$ cat config.mk
export PLATFORM = sky130hd
export DESIGN_NAME = led_cnt_sched
export DESIGN_NICKNAME = d
export VERILOG_FILES = /design/src/rtl/led_cnt_sched.sv
export SDC_FILE = /design/constraint.sdc
export NUM_CORES = 1
export LEC_CHECK = 0
export CAP_MARGIN = 10
export CORE_UTILIZATION = 56
export CTS_BUF_LIST = sky130_fd_sc_hd__clkbuf_2
export CTS_CLUSTER_SIZE = 10
export DETAILED_ROUTE_END_ITERATION = 10
export HOLD_SLACK_MARGIN = 0.1
export PLACE_DENSITY = 0.94
export SLEW_MARGIN = 20
export SYNTH_ARGS = -nofsm -noshare
export SYNTH_HDL_FRONTEND = slang
export SYNTH_SLANG_ARGS = --single-unit
$ cat constraint.sdc
create_clock -name clk100 -period 6.75 [get_ports clk100]
set_input_delay 1.35 -clock clk100 [delete_from_list [all_inputs] [get_ports clk100]]
set_output_delay 1.35 -clock clk100 [all_outputs]
set_load 0.02 [all_outputs]
$ cat src/rtl/led_cnt_sched.sv
// Round-robin write arbiter plus autonomous divider sweep for the led_cnt div/wren port.
// Optional build macro LED_CNT_SCHED_PINGPONG_EN: sweep bounces between bounds instead of wrapping.
module led_cnt_sched #(
  parameter int                 NREQ    = 2,
  parameter int                 DIV_W   = 5,
  parameter int                 DWELL_W = 27,
  parameter logic [DIV_W-1:0]   DIV_RST = DIV_W'(1)
) (
  input  logic                    clk100,
  input  logic                    rstn,
  input  logic [NREQ-1:0]         req_i,
  input  logic [NREQ*DIV_W-1:0]   div_req_i,
  output logic [NREQ-1:0]         gnt_o,
  input  logic                    sweep_en_i,
  input  logic [DIV_W-1:0]        sweep_lo_i,
  input  logic [DIV_W-1:0]        sweep_hi_i,
  input  logic [DWELL_W-1:0]      dwell_i,
  output logic [DIV_W-1:0]        div_o,
  output logic                    wren_o,
  output logic                    busy_o
);

  localparam int PTR_W = (NREQ > 1) ? $clog2(NREQ) : 1;

  // state | meaning:  IDLE | only grants write;  SWEEP | stepping div_o every dwell cycles
  typedef enum logic {IDLE, SWEEP} state_t;

  state_t             state;
  logic [PTR_W-1:0]   rr_ptr;
  logic [DWELL_W-1:0] dwell_cnt;
  logic               sweep_en_q;

  logic [NREQ-1:0]    req_rot;
  logic               found;
  logic [PTR_W-1:0]   win;
  logic [PTR_W-1:0]   ptr_nxt;
  logic [DIV_W-1:0]   div_sel;
  logic [DIV_W-1:0]   next_div;
  logic [DWELL_W-1:0] dwell_ld;
  logic               sweep_rise;

  // Rotate so bit 0 is the requester the pointer currently favours.
  assign req_rot = NREQ'({req_i, req_i} >> rr_ptr);

  always_comb begin
    found = 1'b0;
    win   = '0;
    for (int i = 0; i < NREQ; i++) begin
      if (!found && req_rot[i]) begin
        found = 1'b1;
        win   = PTR_W'((int'(rr_ptr) + i) % NREQ);
      end
    end
    div_sel = div_req_i[int'(win)*DIV_W +: DIV_W];
  end

  assign ptr_nxt    = (win == PTR_W'(NREQ - 1)) ? '0 : win + 1'b1;
  assign dwell_ld   = (dwell_i == '0) ? DWELL_W'(1) : dwell_i;
  assign sweep_rise = sweep_en_i && !sweep_en_q;

`ifdef LED_CNT_SCHED_PINGPONG_EN
  logic dir_up;
  logic next_dir_up;

  always_comb begin
    next_dir_up = dir_up;
    if (sweep_lo_i >= sweep_hi_i) begin
      next_div = sweep_lo_i;
    end else if (dir_up) begin
      if (div_o >= sweep_hi_i) begin
        next_div    = div_o - 1'b1;
        next_dir_up = 1'b0;
      end else begin
        next_div = div_o + 1'b1;
      end
    end else begin
      if (div_o <= sweep_lo_i) begin
        next_div    = div_o + 1'b1;
        next_dir_up = 1'b1;
      end else begin
        next_div = div_o - 1'b1;
      end
    end
  end
`else
  // An inverted range lands here on every step, so it keeps rewriting sweep_lo_i.
  assign next_div = (div_o >= sweep_hi_i) ? sweep_lo_i : div_o + 1'b1;
`endif

  always_ff @(posedge clk100 or negedge rstn) begin
    if (!rstn) begin
      state      <= IDLE;
      rr_ptr     <= '0;
      dwell_cnt  <= '0;
      sweep_en_q <= 1'b0;
      div_o      <= DIV_RST;
      wren_o     <= 1'b0;
      gnt_o      <= '0;
      busy_o     <= 1'b0;
`ifdef LED_CNT_SCHED_PINGPONG_EN
      dir_up     <= 1'b1;
`endif
    end else begin
      sweep_en_q <= sweep_en_i;
      gnt_o      <= '0;
      wren_o     <= 1'b0;
      if (found) begin
        // A grant always wins and ends any sweep; the enable edge is consumed regardless.
        gnt_o  <= NREQ'(1) << win;
        div_o  <= div_sel;
        wren_o <= 1'b1;
        rr_ptr <= ptr_nxt;
        state  <= IDLE;
        busy_o <= 1'b0;
      end else begin
        case (state)
          IDLE: begin
            if (sweep_rise) begin
              state     <= SWEEP;
              busy_o    <= 1'b1;
              div_o     <= sweep_lo_i;
              wren_o    <= 1'b1;
              dwell_cnt <= dwell_ld;
`ifdef LED_CNT_SCHED_PINGPONG_EN
              dir_up    <= 1'b1;
`endif
            end
          end
          SWEEP: begin
            if (!sweep_en_i) begin
              state  <= IDLE;
              busy_o <= 1'b0;
            end else if (dwell_cnt <= DWELL_W'(1)) begin
              div_o     <= next_div;
              wren_o    <= 1'b1;
              dwell_cnt <= dwell_ld;
`ifdef LED_CNT_SCHED_PINGPONG_EN
              dir_up    <= next_dir_up;
`endif
            end else begin
              dwell_cnt <= dwell_cnt - 1'b1;
            end
          end
          default: state <= IDLE;
        endcase
      end
    end
  end

endmodule

**Word-level counts from Yosys, hierarchy flattened**

Index checks and enable logic that the tools add are counted.

- Add/sub/neg operators: 4
- Multiply operators: 1
- Order comparisons: 2
- Equality and inequality tests: 6
- Shift-type cells: 3
- Multiplexer cells: 29
- Bitwise logic cells: 2
- Reductions and logical operators: 8

Operator list:

| operator | number |
|---|---|
| $mux 27 | 4 |
| $pmux 27 s2 | 1 |
| $le 27x1->1 const B | 1 |
| $logic_not 27->1 | 1 |
| $sub 27x1->27 const B | 1 |
| $mux 5 | 5 |
| $mux 1 | 14 |
| $pmux 5 s2 | 1 |
| $shiftx 10x5->5 | 1 |
| $ne 3x2->1 const B | 2 |
| $pmux 1 s2 | 3 |
| $reduce_and 3->1 | 2 |
| $add 5x1->5 const B | 1 |
| $ge 5x5->1 | 1 |
| $mul 1x3->4 const B | 1 |
| $ne 2x2->1 const B | 2 |
| $shr 4x1->2 | 1 |
| $ne 3x1->1 const B | 1 |
| $ne 3x3->1 const B | 1 |
| $add 1x1->1 const B | 2 |
| $logic_and 1x1->1 | 2 |
| $logic_not 1->1 | 2 |
| $mux 2 | 1 |
| $not 1->1 | 2 |
| 2 further kinds | 2 |

- Register bits after elaboration: 39
- Bits of input ports: 52
- Output and inout bits: 9
- Logic and storage cells: 63

**Logic depth before layout (Yosys ltp)**

- Depth after elaboration: 8
- Gate-level depth with buffers: 8

**Worst setup path before layout**

Ideal clock, no wire load.

- Path kind: input to register
- Start: input port sweep_hi_i[3]
- End: register div_o[0]
- Library setup time: 0.060 ns
- Arrival: 2.769 ns
- Required time: 6.690 ns
- Setup slack: 3.921 ns
- Stages on the path: 8
- Buffers on the path: 0
- Cell sequence: inv_1 > ha_1 > a21o_1 > a21oi_1 > o211ai_1 > and3_1 > o21ai_0 > o211a_1

- Word-level cells in the longest chain between the ends: 6

Ends and longest elaborated chain:

| what | line | source |
|---|---|---|
| start, declared | 16 | `input logic [DIV_W-1:0] sweep_hi_i,` |
| $ge 5x5->1 | 87 | `assign next_div = (div_o >= sweep_hi_i) ? sweep_lo_i : div_o + 1'b1;` |
| $mux 5 | 87 |  |
| $mux 5 | 133 | `end else if (dwell_cnt <= DWELL_W'(1)) begin` |
| $mux 5 | 130 | `if (!sweep_en_i) begin` |
| $pmux 5 s2 | 116 | `case (state)` |
| $mux 5 | 107 | `if (found) begin` |
| end signal, assigned | 110 | `div_o <= div_sel;` |
| end signal, assigned | 121 | `div_o <= sweep_lo_i;` |
| end signal, assigned | 134 | `div_o <= next_div;` |
| end, declared | 18 | `output logic [DIV_W-1:0] div_o,` |

No other way between the ends. The select of a mux whose other input is x is not followed.
A chain may end at the register's enable or synchronous reset.

**Worst setup path after layout**

- Start: input port req_i[1]
- End: register dwell_cnt[4]

- Word-level cells in the longest chain between the ends: 7

Ends and longest elaborated chain:

| what | line | source |
|---|---|---|
| start, declared | 11 | `input logic [NREQ-1:0] req_i,` |
| $shr 4x1->2 (*) | 43 | `assign req_rot = NREQ'({req_i, req_i} >> rr_ptr);` |
| $mux 1 | 49 | `if (!found && req_rot[i]) begin` |
| $logic_not 1->1 | 49 |  |
| $logic_and 1x1->1 | 49 |  |
| $mux 1 (*) | 49 |  |
| $not 1->1 (no source line) (*) | -- |  |
| $reduce_and 3->1 (no source line) (*) | -- |  |
| end signal, assigned | 123 | `dwell_cnt <= dwell_ld;` |
| end signal, assigned | 136 | `dwell_cnt <= dwell_ld;` |
| end signal, assigned | 141 | `dwell_cnt <= dwell_cnt - 1'b1;` |
| end, declared | 30 | `logic [DWELL_W-1:0] dwell_cnt;` |

Mark *: on every way between the ends. The rest lies on a longest branch, timed or not.

==> run summary <==
Status: finished clean
Global Route met3 Usage: 6.494%
Vias in the first global route: 2653
Largest net degree at the start of global routing: 40
CP endpoint kind: register
Setup Buffers After CTS: 0
DR iter-0 viols: 353
Worst-Margin Slew: 0.9887 ns
Initial antenna violation count: 0
Met1 usage: 44.18%
Fill cells: 315
Post-DR vias/cell: 6.703
Post-synth top area cell: dfrtp_1
Setup TNS: 0 ns
Worst Setup Start Kind: primary input
Cell Area, Synth: 2623 um2
Antenna Violating Nets Remaining: 0
Share of layout cells above drive strength 1: 4.645%
Worst Hold Class: reg -> reg
Ys flop type: dfrtp_1
Clock Path Buffers: 2
Routed WL per cell: 18.39 um
Clk network pwr share: 16.2%
Overall routing resource usage: 31.96%
Placement Rows: 24
Pre-antenna DRT Iters: 5
Hold violation count in the final report: 0
Reg clk slew, reported paths: 0.20 ns
TritonCTS Buffers: 5
Syn Area/Cell: 8.487 um2
Later-pin clock latency in the skew report: 0.42 ns
Combinational Power Share: 30.8%
Setup violators final: 0
Yosys warns: 0
Synth Instances: 309
P_sw: 241.9 uW
Util after Layout: 73.72%
Skew final: 0.02628 ns
Post-synth EDFFs: 0
Power Internal: 399.1 uW
Cell Pwr Density: 197.0 nW/um2
Synth unique cells: 54
Post-CTS resize count: 0
CTS tree: yes
Vias post-DR: 2802
RSZ-0062 raised after global routing: no
Sequential share of power: 53.0%
Clock sinks: 39
Post-layout minimum cycle time: 4.376 ns
Remaining DRCs: 0
Die area: 4960 um2
Asr flop ratio synth: 100.0%
Root buf cell: clkbuf_2
Synth top area share: 36.26%
Area of the multi-input gates: 1511 um2
Leak pwr: 1.287 nW
Htree depth: 2
IO Count: 61
Relative max-transition margin: 33.90%
Starting Density: 59.41%
Die Ht: 70.43 um
Core area: 4414 um2
Routability-driven placement congestion ratio: 1.016
Crit path max fanout: 26
Critical path type: in -> reg
Max IR drop VDD: 0.1649 mV
Final nets: 425
Switching Share: 37.74%
Tcrit/Tclk final: 64.82%
Most common cell in the netlist: dfrtp_1
Crit path arrival time: 4.70 ns
Req. time, crit path: 7.08 ns
Fmax: 228.5 MHz
Area delta synth->final: 24.09%
HPWL Detailed: 5648 um
Final Slew Violations: 0
# diodes: 0
Synth area leaders: dfrtp_1 36%, nand3_1 4.6%, a21oi_1 4.2%
Hold_buf cts: 0
#FFs+latches synth: 39
Sequential area share after synthesis: 37.26%
Met2 Resource Use GR: 49.52%
Register Area: 977.2 um2
GRT overflow: 0
Grt peak-use layer: met2
PortBufs: 60
Overall routed net length: 7689 um
First-pass GRT wire length: 12450 um
Max Cap Viol: 0
Syn nets: 369
Hold_ws: 0.5739 ns
Die W: 70.43 um
Post-synth top cells: 38 x dfrtp_1, 26 x nand2_1, 26 x nor2_1
-- layer usage --
metal / routed length (um) / vias up
li1: - / 1290
met1: 3331 / 1320
met2: 3484 / 158
met3: 619 / 34
met4: 253 / 0
met5: 0 / -
-- cell type report --
type,instances,area share (%)
sequential,39,30.03
tap,52,1.999
clock inverter,2,0.2307
clock buffer,6,0.9227
timing repair buffer,61,18.53
multi-input combinational,242,46.44
inverter,16,1.845
-- layout by cell type (no fill, tap or decap), types with 2 or more instances in the layout --
cell | Yosys | layout
a21o_1 | 2 | 2
a21oi_1 | 22 | 22
a221o_1 | 4 | 4
a22oi_1 | 4 | 4
a2bb2oi_1 | 2 | 2
a31oi_1 | 5 | 5
a32oi_1 | 2 | 2
a41o_1 | 2 | 2
and2_1 | 4 | 4
and4_1 | 2 | 2
clkbuf_2 | 0 | 6
clkdlybuf4s50_1 | 0 | 59
clkinv_1 | 1 | 3
dfrtp_1 | 38 | 38
ha_1 | 8 | 8
inv_1 | 15 | 15
mux2i_1 | 4 | 4
nand2_1 | 26 | 26
nand2b_1 | 4 | 4
nand3_1 | 24 | 24
nand4_1 | 7 | 7
nor2_1 | 26 | 26
nor3_1 | 11 | 11
nor4_1 | 15 | 15
o2111ai_1 | 5 | 5
o211ai_1 | 2 | 2
o21a_1 | 4 | 4
o21ai_0 | 22 | 22
o22ai_1 | 2 | 2
o311ai_0 | 5 | 5
or3_1 | 2 | 2
or4_1 | 4 | 4
xnor2_1 | 4 | 4
-- flip-flops by register name, summed over array words and instances, names as in the netlist --
signal	cells
busy_o	1
div_o	5
dwell_cnt	27
gnt_o	2
rr_ptr	1
state	1
sweep_en_q	1
wren_o	1
-- critical path: stages --
cell and delay [ns]:
clkdlybuf4s50_1 0.56, nor2_1 0.12, nand3_1 0.75, clkinv_1 0.94
o21ai_0 0.43, nor2_2 0.17, a221o_1 0.37
-- per-stage QoR --
step	std cells	power [mW]	instance area, um2	setup WS [ns]
after floorplan	309	0.4446	2623	3.921
final	418	0.6411	3254	2.374
after CTS	418	0.6347	3254	2.464
after global placement	410	0.5248	3217	2.215
after detailed placement	410	0.5357	3217	2.017
after global routing	418	0.6762	3254	2.321
-- logic make-up after synthesis --
kind of cell | count (synthesis) | synth area share [%]
DFF | 39 | 37.26
adders and majority gates | 8 | 3.817
muxes | 4 | 1.527
buffers and inverters | 28 | 5.105
and+or+nand+nor | 133 | 26.15
AOI/OAI and AO/OA | 92 | 24.48
xor gates and xnor gates | 5 | 1.670
-- worst paths after layout --
kind,from,to,slack (ns),cells past startpoint
setup / recovery,req_i[1],dwell_cnt[4],2.37,7
setup reg to reg,state,dwell_cnt[4],3.24,6
hold reg to reg,dwell_cnt[1],dwell_cnt[1],0.57,1
min in group asynchronous,rstn,dwell_cnt[10],1.02,1
max in group asynchronous,rstn,div_o[1],5.15,1
hold / removal,dwell_cnt[1],dwell_cnt[1],0.57,1
-- power by group through the flow --
stage	logic, mW	clock network [mW]	registers (mW)
4_1_cts	0.195	0.103	0.337
6_report	0.197	0.104	0.340
3_5_place_dp	0.195	0	0.341
3_3_place_gp	0.187	0	0.338
2_1_floorplan	0.113	0	0.332
5_1_grt	0.219	0.112	0.346
No activity file was read; power rests on OpenSTA's default activity.
